File: src/rtl/riscv_pkg.sv
// Shared types and constants for the RV32 execute stage.
//   alu_op_t   : ALU operation select (alu_ctrlE_i)
//   md_op_t    : M-extension operation select, encoded like funct3
//   fwd_sel_t  : operand forwarding select
//   md_state_t : iterative multiply/divide FSM states
//   F3_*       : branch funct3 encodings
// Helper functions give the operand signedness of each M-extension op.
package riscv_pkg;

    localparam int XLEN = 32;

    typedef enum logic [3:0] {
        ALU_ADD  = 4'd0,
        ALU_SUB  = 4'd1,
        ALU_AND  = 4'd2,
        ALU_OR   = 4'd3,
        ALU_XOR  = 4'd4,
        ALU_SLL  = 4'd5,
        ALU_SRL  = 4'd6,
        ALU_SRA  = 4'd7,
        ALU_SLT  = 4'd8,
        ALU_SLTU = 4'd9,
        ALU_LUI  = 4'd10
    } alu_op_t;

    typedef enum logic [2:0] {
        MD_MUL    = 3'd0,
        MD_MULH   = 3'd1,
        MD_MULHSU = 3'd2,
        MD_MULHU  = 3'd3,
        MD_DIV    = 3'd4,
        MD_DIVU   = 3'd5,
        MD_REM    = 3'd6,
        MD_REMU   = 3'd7
    } md_op_t;

    typedef enum logic [1:0] {
        FWD_REG = 2'b00,
        FWD_W   = 2'b01,
        FWD_M   = 2'b10
    } fwd_sel_t;

    typedef enum logic [1:0] {
        MD_IDLE = 2'd0,
        MD_BUSY = 2'd1,
        MD_DONE = 2'd2
    } md_state_t;

    localparam logic [2:0] F3_BEQ  = 3'b000;
    localparam logic [2:0] F3_BNE  = 3'b001;
    localparam logic [2:0] F3_BLT  = 3'b100;
    localparam logic [2:0] F3_BGE  = 3'b101;
    localparam logic [2:0] F3_BLTU = 3'b110;
    localparam logic [2:0] F3_BGEU = 3'b111;

    // Operand A is treated as two's complement for these ops.
    function automatic logic md_a_signed(input logic [2:0] op);
        return (op == MD_MUL) || (op == MD_MULH) || (op == MD_MULHSU) ||
               (op == MD_DIV) || (op == MD_REM);
    endfunction

    // Operand B is treated as two's complement for these ops.
    function automatic logic md_b_signed(input logic [2:0] op);
        return (op == MD_MUL) || (op == MD_MULH) ||
               (op == MD_DIV) || (op == MD_REM);
    endfunction

endpackage

File: src/rtl/muldiv_iter.sv
// Iterative RV32 M-extension unit: 32-step shift-add multiplier and
// restoring divider working on operand magnitudes, sign fixed up at the end.
// Build option: MULDIV_DIV_EN enables the divider; without it DIV/DIVU/REM/REMU
// never launch and read back as 0.
// Ports:
//   clk, rst   clock, asynchronous active-high reset
//   clr        synchronous abort (pipeline flush)
//   start      M-extension instruction present
//   op         md_op_t
//   a, b       forwarded operands, latched at launch
//   stall      high from the launch cycle until the result cycle
//   result     final result, valid only in the DONE cycle (0 otherwise)
module muldiv_iter
    import riscv_pkg::*;
(
    input  logic            clk,
    input  logic            rst,
    input  logic            clr,
    input  logic            start,
    input  logic [2:0]      op,
    input  logic [XLEN-1:0] a,
    input  logic [XLEN-1:0] b,
    output logic            stall,
    output logic [XLEN-1:0] result
);

`ifdef MULDIV_DIV_EN
    localparam logic DIV_EN = 1'b1;
`else
    localparam logic DIV_EN = 1'b0;
`endif

    md_state_t   state_r, state_s;
    logic [4:0]  cnt_r, cnt_s;
    logic [63:0] prod_r, prod_s;     // mul: {hi, multiplier}; div: {remainder, quotient}
    logic [31:0] opa_r, opa_s;       // original dividend, needed for REM by zero
    logic [31:0] opb_r, opb_s;       // |multiplicand| or |divisor|
    logic [2:0]  op_r, op_s;
    logic        neg_r, neg_s;       // negate product / quotient
    logic        rneg_r, rneg_s;     // negate remainder (dividend sign)
    logic        a_neg_s, b_neg_s, launch_s;
    logic [31:0] mag_a_s, mag_b_s;
    logic [32:0] sum_s;
    logic [63:0] prod_fix_s;
    logic [31:0] quo_fix_s, rem_fix_s;
`ifdef MULDIV_DIV_EN
    logic [32:0] rem_shift_s, diff_s;
`endif

    // Next-state, datapath step and stall generation
    always_comb begin
        state_s  = state_r;
        cnt_s    = cnt_r;
        prod_s   = prod_r;
        opa_s    = opa_r;
        opb_s    = opb_r;
        op_s     = op_r;
        neg_s    = neg_r;
        rneg_s   = rneg_r;
        stall    = 1'b0;
        a_neg_s  = md_a_signed(op) & a[31];
        b_neg_s  = md_b_signed(op) & b[31];
        mag_a_s  = a_neg_s ? (32'd0 - a) : a;
        mag_b_s  = b_neg_s ? (32'd0 - b) : b;
        // Division ops only launch when the divider exists
        launch_s = start & ~clr & (~op[2] | DIV_EN);
        sum_s    = {1'b0, prod_r[63:32]} + (prod_r[0] ? {1'b0, opb_r} : 33'd0);
`ifdef MULDIV_DIV_EN
        rem_shift_s = {prod_r[63:32], prod_r[31]};
        diff_s      = rem_shift_s - {1'b0, opb_r};
`endif
        case (state_r)
            MD_IDLE: begin
                if (launch_s) begin
                    stall   = 1'b1;
                    state_s = MD_BUSY;
                    cnt_s   = 5'd31;
                    op_s    = op;
                    opa_s   = a;
                    opb_s   = mag_b_s;
                    prod_s  = {32'd0, mag_a_s};
                    neg_s   = a_neg_s ^ b_neg_s;
                    rneg_s  = a_neg_s;
                end else begin
                    state_s = MD_IDLE;
                end
            end
            MD_BUSY: begin
                stall = 1'b1;
                if (clr) begin
                    state_s = MD_IDLE;
                end else begin
                    if (op_r[2]) begin
`ifdef MULDIV_DIV_EN
                        // Restoring step: shift in next dividend bit, subtract if it fits
                        if (!diff_s[32]) begin
                            prod_s = {diff_s[31:0], prod_r[30:0], 1'b1};
                        end else begin
                            prod_s = {rem_shift_s[31:0], prod_r[30:0], 1'b0};
                        end
`else
                        prod_s = prod_r;
`endif
                    end else begin
                        prod_s = {sum_s, prod_r[31:1]};
                    end
                    cnt_s = cnt_r - 5'd1;
                    if (cnt_r == 5'd0) begin
                        state_s = MD_DONE;
                    end else begin
                        state_s = MD_BUSY;
                    end
                end
            end
            MD_DONE: begin
                // Pipeline advances this cycle; a still-present start is the same instruction
                state_s = MD_IDLE;
            end
            default: begin
                state_s = MD_IDLE;
            end
        endcase
    end

    // Sign fix-up and result selection, presented only in DONE
    always_comb begin
        prod_fix_s = neg_r  ? (64'd0 - prod_r) : prod_r;
        quo_fix_s  = neg_r  ? (32'd0 - prod_r[31:0]) : prod_r[31:0];
        rem_fix_s  = rneg_r ? (32'd0 - prod_r[63:32]) : prod_r[63:32];
        result     = 32'd0;
        if (state_r == MD_DONE) begin
            case (op_r)
                MD_MUL:                     result = prod_fix_s[31:0];
                MD_MULH, MD_MULHSU, MD_MULHU: result = prod_fix_s[63:32];
                MD_DIV, MD_DIVU:            result = (opb_r == 32'd0) ? 32'hFFFF_FFFF : quo_fix_s;
                MD_REM, MD_REMU:            result = (opb_r == 32'd0) ? opa_r : rem_fix_s;
                default:                    result = 32'd0;
            endcase
        end else begin
            result = 32'd0;
        end
    end

    // FSM and datapath registers
    always_ff @(posedge clk or posedge rst) begin
        if (rst) begin
            state_r <= MD_IDLE;
            cnt_r   <= 5'd0;
            prod_r  <= 64'd0;
            opa_r   <= 32'd0;
            opb_r   <= 32'd0;
            op_r    <= 3'd0;
            neg_r   <= 1'b0;
            rneg_r  <= 1'b0;
        end else begin
            state_r <= state_s;
            cnt_r   <= cnt_s;
            prod_r  <= prod_s;
            opa_r   <= opa_s;
            opb_r   <= opb_s;
            op_r    <= op_s;
            neg_r   <= neg_s;
            rneg_r  <= rneg_s;
        end
    end

endmodule

File: src/rtl/execute_stage.sv
// Execute stage of the 5-stage RV32 pipeline.
// Forwarding muxes, single-cycle ALU, branch/jump resolution and the
// iterative multiply/divide unit (muldiv_iter) that stalls F/D/E while busy.
// Build option: MULDIV_DIV_EN enables hardware division (see muldiv_iter).
// Ports:
//   clk_i, rst_i                 clock, asynchronous active-high reset
//   clrE_i                       flush; aborts a running muldiv op
//   rd1E_i, rd2E_i, imm_extE_i   operands;  pcE_i instruction PC
//   alu_ctrlE_i, alu_srcE_i      ALU op and B-source select
//   jumpE_i, jalrE_i, branchE_i, funct3E_i  control-flow controls
//   md_validE_i, md_opE_i        M-extension request
//   forward_aE_i, forward_bE_i   forwarding selects; alu_resultM_i, resultW_i sources
//   alu_resultE_o                ALU or muldiv result
//   write_dataE_o                forwarded B (store data)
//   pc_targetE_o, pc_srcE_o      branch/jump target and taken flag
//   stallE_o                     muldiv busy
module execute_stage
    import riscv_pkg::*;
#(
    parameter int DATA_WIDTH    = 32,
    parameter int ADDRESS_WIDTH = 32
) (
    input  logic                     clk_i,
    input  logic                     rst_i,
    input  logic                     clrE_i,
    input  logic [DATA_WIDTH-1:0]    rd1E_i,
    input  logic [DATA_WIDTH-1:0]    rd2E_i,
    input  logic [ADDRESS_WIDTH-1:0] pcE_i,
    input  logic [DATA_WIDTH-1:0]    imm_extE_i,
    input  logic [3:0]               alu_ctrlE_i,
    input  logic                     alu_srcE_i,
    input  logic                     jumpE_i,
    input  logic                     jalrE_i,
    input  logic                     branchE_i,
    input  logic [2:0]               funct3E_i,
    input  logic                     md_validE_i,
    input  logic [2:0]               md_opE_i,
    input  logic [1:0]               forward_aE_i,
    input  logic [1:0]               forward_bE_i,
    input  logic [DATA_WIDTH-1:0]    alu_resultM_i,
    input  logic [DATA_WIDTH-1:0]    resultW_i,
    output logic [DATA_WIDTH-1:0]    alu_resultE_o,
    output logic [DATA_WIDTH-1:0]    write_dataE_o,
    output logic [ADDRESS_WIDTH-1:0] pc_targetE_o,
    output logic                     pc_srcE_o,
    output logic                     stallE_o
);

    logic [DATA_WIDTH-1:0]    fwd_a_s, fwd_b_s, alu_b_s, alu_s, md_result_s;
    logic [ADDRESS_WIDTH-1:0] base_s, target_s;
    logic                     cond_s, md_stall_s;

    // Operand forwarding muxes
    always_comb begin
        case (forward_aE_i)
            FWD_W:   fwd_a_s = resultW_i;
            FWD_M:   fwd_a_s = alu_resultM_i;
            default: fwd_a_s = rd1E_i;
        endcase
        case (forward_bE_i)
            FWD_W:   fwd_b_s = resultW_i;
            FWD_M:   fwd_b_s = alu_resultM_i;
            default: fwd_b_s = rd2E_i;
        endcase
        alu_b_s = alu_srcE_i ? imm_extE_i : fwd_b_s;
    end

    // Single-cycle ALU; shift amount from B[4:0]
    always_comb begin
        case (alu_ctrlE_i)
            ALU_ADD:  alu_s = fwd_a_s + alu_b_s;
            ALU_SUB:  alu_s = fwd_a_s - alu_b_s;
            ALU_AND:  alu_s = fwd_a_s & alu_b_s;
            ALU_OR:   alu_s = fwd_a_s | alu_b_s;
            ALU_XOR:  alu_s = fwd_a_s ^ alu_b_s;
            ALU_SLL:  alu_s = fwd_a_s << alu_b_s[4:0];
            ALU_SRL:  alu_s = fwd_a_s >> alu_b_s[4:0];
            ALU_SRA:  alu_s = $signed(fwd_a_s) >>> alu_b_s[4:0];
            ALU_SLT:  alu_s = {{(DATA_WIDTH-1){1'b0}}, ($signed(fwd_a_s) < $signed(alu_b_s))};
            ALU_SLTU: alu_s = {{(DATA_WIDTH-1){1'b0}}, (fwd_a_s < alu_b_s)};
            ALU_LUI:  alu_s = alu_b_s;
            default:  alu_s = {DATA_WIDTH{1'b0}};
        endcase
    end

    // Branch condition on forwarded register operands
    always_comb begin
        case (funct3E_i)
            F3_BEQ:  cond_s = (fwd_a_s == fwd_b_s);
            F3_BNE:  cond_s = (fwd_a_s != fwd_b_s);
            F3_BLT:  cond_s = ($signed(fwd_a_s) < $signed(fwd_b_s));
            F3_BGE:  cond_s = ($signed(fwd_a_s) >= $signed(fwd_b_s));
            F3_BLTU: cond_s = (fwd_a_s < fwd_b_s);
            F3_BGEU: cond_s = (fwd_a_s >= fwd_b_s);
            default: cond_s = 1'b0;
        endcase
    end

    // Target address; JALR clears bit 0 of the sum
    always_comb begin
        base_s   = jalrE_i ? fwd_a_s[ADDRESS_WIDTH-1:0] : pcE_i;
        target_s = base_s + imm_extE_i[ADDRESS_WIDTH-1:0];
        if (jalrE_i) begin
            target_s[0] = 1'b0;
        end else begin
            target_s[0] = target_s[0];
        end
    end

    muldiv_iter u_muldiv (
        .clk    (clk_i),
        .rst    (rst_i),
        .clr    (clrE_i),
        .start  (md_validE_i),
        .op     (md_opE_i),
        .a      (fwd_a_s),
        .b      (fwd_b_s),
        .stall  (md_stall_s),
        .result (md_result_s)
    );

    assign stallE_o      = md_stall_s;
    // Redirect is suppressed while the stage is held
    assign pc_srcE_o     = (jumpE_i | (branchE_i & cond_s)) & ~md_stall_s;
    assign pc_targetE_o  = target_s;
    assign write_dataE_o = fwd_b_s;
    assign alu_resultE_o = md_validE_i ? md_result_s : alu_s;

endmodule

File: config.mk
export PLATFORM = sky130hd
export DESIGN_NAME = execute_stage
export DESIGN_NICKNAME = d
export VERILOG_FILES = /design/src/rtl/riscv_pkg.sv /design/src/rtl/muldiv_iter.sv /design/src/rtl/execute_stage.sv
export SDC_FILE = /design/constraint.sdc
export NUM_CORES = 2
export LEC_CHECK = 0
export CAP_MARGIN = 5
export CORE_UTILIZATION = 23
export DETAILED_ROUTE_END_ITERATION = 10
export SYNTH_ARGS = -nofsm -noshare
export SYNTH_HDL_FRONTEND = slang
export SYNTH_SLANG_ARGS = --single-unit
File: constraint.sdc
create_clock -name clk_i -period 10.9 [get_ports clk_i]
set_input_delay 2.725 -clock clk_i [delete_from_list [all_inputs] [get_ports clk_i]]
set_output_delay 2.725 -clock clk_i [all_outputs]
set_load 0.01 [all_outputs]
==> run_summary.xml <==
<?xml version="1.0" encoding="UTF-8"?>
<metrics>
  <group name="yosys">
    <metric name="synth.yosys.seq_area_share" unit="%">14.2</metric>
    <metric name="synth_compound_area_share" unit="%">33.3</metric>
    <metric name="netlist_instances" unit="">3526</metric>
    <metric name="synth_top_family_by_area" unit="">compound AO/OA/AOI/OAI gates</metric>
    <metric name="synthFlopType" unit="">sky130_fd_sc_hd__dfrtp_1</metric>
    <metric name="synth_adder_area_share" unit="%">10.5</metric>
    <metric name="synthMuxAreaShare" unit="%">8.61</metric>
    <metric name="synth_largest_area_cell" unit="">sky130_fd_sc_hd__dfrtp_1</metric>
    <metric name="synth_async_sr_flop_share" unit="%">100</metric>
    <metric name="mappedNetlistNets" unit="">3944</metric>
    <metric name="synth.avg_cell_area" unit="sq um">7.02</metric>
    <metric name="synth_enable_flop_cells" unit="">0</metric>
    <metric name="synth.top_cells.by_area" unit="">sky130_fd_sc_hd__dfrtp_1 14%, sky130_fd_sc_hd__ha_1 10%, sky130_fd_sc_hd__o21ai_0 7.6%, sky130_fd_sc_hd__nand2_1 6.4%, sky130_fd_sc_hd__mux2i_1 6.1%</metric>
    <metric name="yosys.area_share.xor_xnor" unit="%">7.51</metric>
    <metric name="synthMostInstantiatedCell" unit="">sky130_fd_sc_hd__nand2_1</metric>
    <metric name="post-synth-top-area-fraction" unit="%">14.2</metric>
    <metric name="yosys_warnings" unit="">0</metric>
    <metric name="total_of_flip_flops_plus_latches_after_synthesis" unit="">140</metric>
    <metric name="synth.cells.most_frequent" unit="">423 x sky130_fd_sc_hd__nand2_1, 374 x sky130_fd_sc_hd__o21ai_0, 277 x sky130_fd_sc_hd__a21oi_1</metric>
    <metric name="synth.lib_cells_used.distinct" unit="">83</metric>
    <metric name="simple_logic_cell_fraction_of_the_synthesized_area" unit="%">19.6</metric>
    <metric name="synth_area" unit="sq um">24700</metric>
  </group>
  <group name="cts">
    <metric name="cts_buffers" unit="">17</metric>
    <metric name="cts_tree" unit="">yes</metric>
    <metric name="cts_root_buffer" unit="">sky130_fd_sc_hd__clkbuf_16</metric>
    <metric name="cts.path.max_buffers" unit="">2</metric>
    <metric name="worstSkewPairLatency" unit="ns">0.46</metric>
    <metric name="htreeDepth" unit="">4</metric>
    <metric name="clock_sink_count" unit="">140</metric>
    <metric name="clk_transition_reported_paths" unit="ns">0.06</metric>
  </group>
  <group name="global_route">
    <metric name="first_global_vias" unit="">29044</metric>
    <metric name="overflow" unit="">0</metric>
    <metric name="antenna_found_initial" unit="">14</metric>
    <metric name="grt_max_degree" unit="">124</metric>
    <metric name="wire_length_of_the_first_global_routing_pass" unit="um">206000</metric>
    <metric name="track_usage" unit="%">25.8</metric>
  </group>
  <group name="floorplanning">
    <metric name="ios" unit="">312</metric>
    <metric name="die_w" unit="um">330</metric>
    <metric name="starting_utilization_of_the_core_area" unit="%">23.3</metric>
    <metric name="fp.dieArea" unit="sq um">109000</metric>
    <metric name="fp-row-count" unit="">119</metric>
    <metric name="core_area" unit="sq um">106000</metric>
    <metric name="die_y" unit="um">330</metric>
  </group>
  <group name="critical_path">
    <metric name="critical_path.max_stage_delay" unit="ns">0.56</metric>
    <metric name="crit_fanout" unit="">16</metric>
    <metric name="timing.setup.critical_path_class" unit="">input port to output port</metric>
    <metric name="timing.critical_path.depth" unit="">22</metric>
    <metric name="path_cells" unit="">clkdlybuf4s50_1 -&gt; ha_2 -&gt; buf_4 -&gt; buf_4 -&gt; a22oi_2 -&gt; o21ai_1 -&gt; buf_4 -&gt; ha_1 -&gt; nand4_1 -&gt; a211oi_1 -&gt; a21oi_1 -&gt; a21oi_2 -&gt; o31ai_1 -&gt; buf_4 -&gt; buf_4 -&gt; o21ai_1 -&gt; a31oi_1 -&gt; xnor2_1 -&gt; a222oi_1 -&gt; o21ai_0 -&gt; buf_4 -&gt; clkdlybuf4s50_1</metric>
    <metric name="cp_common_cell" unit="">sky130_fd_sc_hd__buf_4</metric>
    <metric name="crit_path_start_kind" unit="">input port</metric>
    <metric name="setup.worst_path.end_class" unit="">output port</metric>
    <metric name="timing.reg2reg.worst_path_depth" unit="">14</metric>
    <metric name="critPathTopFamily" unit="">buffers and inverters</metric>
    <metric name="cp_num_buf_inv" unit="">8</metric>
    <metric name="critical-path-slowest-cell" unit="">sky130_fd_sc_hd__clkdlybuf4s50_1</metric>
    <metric name="timing.critical_path.required" unit="ns">8.18</metric>
    <metric name="worst-endpoint-arrival" unit="ns">8.02</metric>
    <metric name="ff2ff_setup_slack" unit="ns">6.90</metric>
  </group>
  <group name="finish">
    <metric name="syn_to_final_growth" unit="%">31.3</metric>
    <metric name="finalNetCount" unit="">4387</metric>
    <metric name="post_route_cells_drive_above_1_share" unit="%">13.8</metric>
  </group>
  <group name="sta">
    <metric name="fin_crit_sh" unit="%">98.6</metric>
    <metric name="worst_pin_slew" unit="ns">1.32</metric>
    <metric name="setup_viol" unit="">0</metric>
    <metric name="relSlewSlack" unit="%">12.0</metric>
    <metric name="final_period_minus_worst_setup_slack" unit="ns">10.74</metric>
    <metric name="hold_fails_final_rpt" unit="">0</metric>
    <metric name="grt_setup_unrepaired" unit="">yes</metric>
    <metric name="final.setup_skew" unit="ns">0.00994</metric>
    <metric name="max_freq" unit="MHz">93.1</metric>
    <metric name="setup_tns" unit="ns">0</metric>
    <metric name="drv_slew" unit="">0</metric>
  </group>
  <group name="placement">
    <metric name="place.port_buffers" unit="">311</metric>
    <metric name="gp_congestion" unit="">1.08</metric>
    <metric name="place.detailed.hpwl" unit="um">118000</metric>
  </group>
  <group name="run_status">
    <metric name="outcome" unit="">completed</metric>
  </group>
  <group name="route">
    <metric name="number_of_nets_with_antenna_violations_after_detailed_routing" unit="">0</metric>
    <metric name="wl_per_cell" unit="um">26.9</metric>
    <metric name="dr_drc_count" unit="">0</metric>
    <metric name="postRouteWirelength" unit="um">145000</metric>
    <metric name="viasPerCell" unit="">5.68</metric>
    <metric name="detail_route.first_pass.iterations" unit="">7</metric>
    <metric name="initial_drc_count" unit="">3944</metric>
    <metric name="num_vias" unit="">30579</metric>
  </group>
  <group name="power">
    <metric name="ir_worst_vdd" unit="mV">0.139</metric>
    <metric name="cellLeakagePower" unit="nW">13.8</metric>
    <metric name="powerDensity" unit="nW/um^2">159</metric>
    <metric name="power" unit="mW">5.15</metric>
  </group>
  <group name="min_path">
    <metric name="path_category_of_the_worst_min_delay_check" unit="">flip-flop to flip-flop</metric>
    <metric name="hold_depth" unit="">2</metric>
  </group>
  <group name="job">
    <metric name="timing.max_cap.violations" unit="">0</metric>
  </group>
</metrics>
-- placed cells by master (no fill, tap or decap), types with 17 or more instances in the layout --
master,n
sky130_fd_sc_hd__mux2_2,55
sky130_fd_sc_hd__nand4_1,25
sky130_fd_sc_hd__o21ai_1,36
sky130_fd_sc_hd__a21oi_1,275
sky130_fd_sc_hd__o211ai_1,38
sky130_fd_sc_hd__nand2b_1,36
sky130_fd_sc_hd__a221o_1,30
sky130_fd_sc_hd__nand3_1,42
sky130_fd_sc_hd__xnor2_1,128
sky130_fd_sc_hd__o22ai_1,49
sky130_fd_sc_hd__o31ai_1,38
sky130_fd_sc_hd__a22oi_1,72
sky130_fd_sc_hd__nor2b_1,23
sky130_fd_sc_hd__a21o_1,50
sky130_fd_sc_hd__and2_1,46
sky130_fd_sc_hd__nor3_1,56
sky130_fd_sc_hd__nor2_1,261
sky130_fd_sc_hd__o41ai_1,18
sky130_fd_sc_hd__dfrtp_1,140
sky130_fd_sc_hd__o21a_1,25
sky130_fd_sc_hd__a211oi_1,55
sky130_fd_sc_hd__and3_1,24
sky130_fd_sc_hd__xor2_1,84
sky130_fd_sc_hd__a31oi_1,34
sky130_fd_sc_hd__o221ai_1,17
sky130_fd_sc_hd__o21ai_0,363
sky130_fd_sc_hd__nand2_1,423
sky130_fd_sc_hd__or2_2,21
sky130_fd_sc_hd__inv_1,147
sky130_fd_sc_hd__nor4_1,22
sky130_fd_sc_hd__mux2i_1,151
sky130_fd_sc_hd__ha_1,196
sky130_fd_sc_hd__buf_4,347
sky130_fd_sc_hd__o21bai_1,24
sky130_fd_sc_hd__or3_1,27
sky130_fd_sc_hd__clkdlybuf4s50_1,307
sky130_fd_sc_hd__clkbuf_16,17
sky130_fd_sc_hd__a221oi_1,32
-- metrics by stage --
| stage | setup WS [ns] | instance area, sq um | util [%] | hold WS [ns] | cells |
|---|---|---|---|---|---|
| after detailed placement | -0.538 | 31600 | 29.8 | 0.473 | 5339 |
| after global placement | -0.468 | 31600 | 29.8 | 0.464 | 5339 |
| final | 0.155 | 32500 | 30.6 | 0.480 | 5379 |
| after global routing | -0.0517 | 32500 | 30.6 | 0.505 | 5376 |
| after CTS | 0.00761 | 32300 | 30.4 | 0.488 | 5371 |
| after floorplan | 0.631 | 24700 | - | 0.444 | 3526 |
-- worst register-to-register path, stage by stage (launching register included) --
cell and delay, ns:
sky130_fd_sc_hd__dfrtp_1 0.38, sky130_fd_sc_hd__buf_4 0.22, sky130_fd_sc_hd__and2_1 0.19, sky130_fd_sc_hd__ha_1 0.21, sky130_fd_sc_hd__fa_1 0.43, sky130_fd_sc_hd__a211o_1 0.30, sky130_fd_sc_hd__a21oi_1 0.27, sky130_fd_sc_hd__a21oi_1 0.16
sky130_fd_sc_hd__o211ai_1 0.38, sky130_fd_sc_hd__o31ai_1 0.17, sky130_fd_sc_hd__a221o_1 0.39, sky130_fd_sc_hd__a211oi_1 0.36, sky130_fd_sc_hd__o21ai_0 0.17, sky130_fd_sc_hd__a21oi_1 0.16, sky130_fd_sc_hd__o21ai_0 0.08
-- power breakdown --
part	total [mW]	switching (mW)	internal [mW]	leakage, nW
Clock	0.623	0.262	0.361	0.296
Sequential	0.956	0.289	0.667	1.79
Combinational	3.57	2.17	1.40	11.7
-- routing by layer --
| metal | global-route usage, % | up-vias | wire (um) |
|---|---|---|---|
| met5 | 0 | - | 43 |
| met4 | 11.2 | 6 | 7580 |
| met3 | 4.26 | 334 | 12400 |
| met2 | 40.3 | 1647 | 63000 |
| met1 | 34.7 | 14747 | 61700 |
| li1 | - | 13845 | - |
-- registers in the layout, indices dropped and copies added (netlist names) --
register / flops
u_muldiv.rneg_r: 1
u_muldiv.opa_r: 32
u_muldiv.opb_r: 32
u_muldiv.neg_r: 1
u_muldiv.prod_r: 64
u_muldiv.state_r: 2
u_muldiv.cnt_r: 5
u_muldiv.op_r: 3
-- logic make-up (layout without fill, tap and decap cells) --
| logic type | count (synthesis) | after routing |
|---|---|---|
| AOI/OAI and AO/OA | 1292 | 1292 |
| adders and majority gates | 205 | 205 |
| buffers and inverters | 413 | 869 |
| and+or+nand+nor | 1058 | 1058 |
| DFF | 140 | 140 |
| muxes | 206 | 206 |
| xor gates and xnor gates | 212 | 212 |
| other | 0 | 6 |
-- area by class of cell --
type | instances | area, sq um
Multi-Input combinational cell | 2973 | 20000
Sequential cell | 140 | 3500
Clock buffer | 20 | 467
Fill cell | 11591 | 73500
Tap cell | 1391 | 1740
Antenna cell | 6 | 15.0
Timing Repair Buffer | 673 | 6000
Clock inverter | 12 | 148
Inverter | 164 | 621
-- worst paths after layout --
check | startpoint | to
max | forward_aE_i[1] | alu_resultE_o[23]
min | u_muldiv.opa_r[5] | u_muldiv.opa_r[5]
max reg2reg | u_muldiv.prod_r[0] | u_muldiv.prod_r[63]
min reg2reg | u_muldiv.opa_r[5] | u_muldiv.opa_r[5]
max in group asynchronous | rst_i | u_muldiv.prod_r[3]
min in group asynchronous | rst_i | u_muldiv.prod_r[42]
-- repair_timing --
item / CTS / global route
hold buffers: 0 / 0
pin swaps: 1 / 8
resized for setup: 16 / 52
setup buffers: 0 / 2
setup endpoints to repair: 21 / 26
endpoints found under the hold margin: 0 / 0
(Power assumes the default switching activity.)
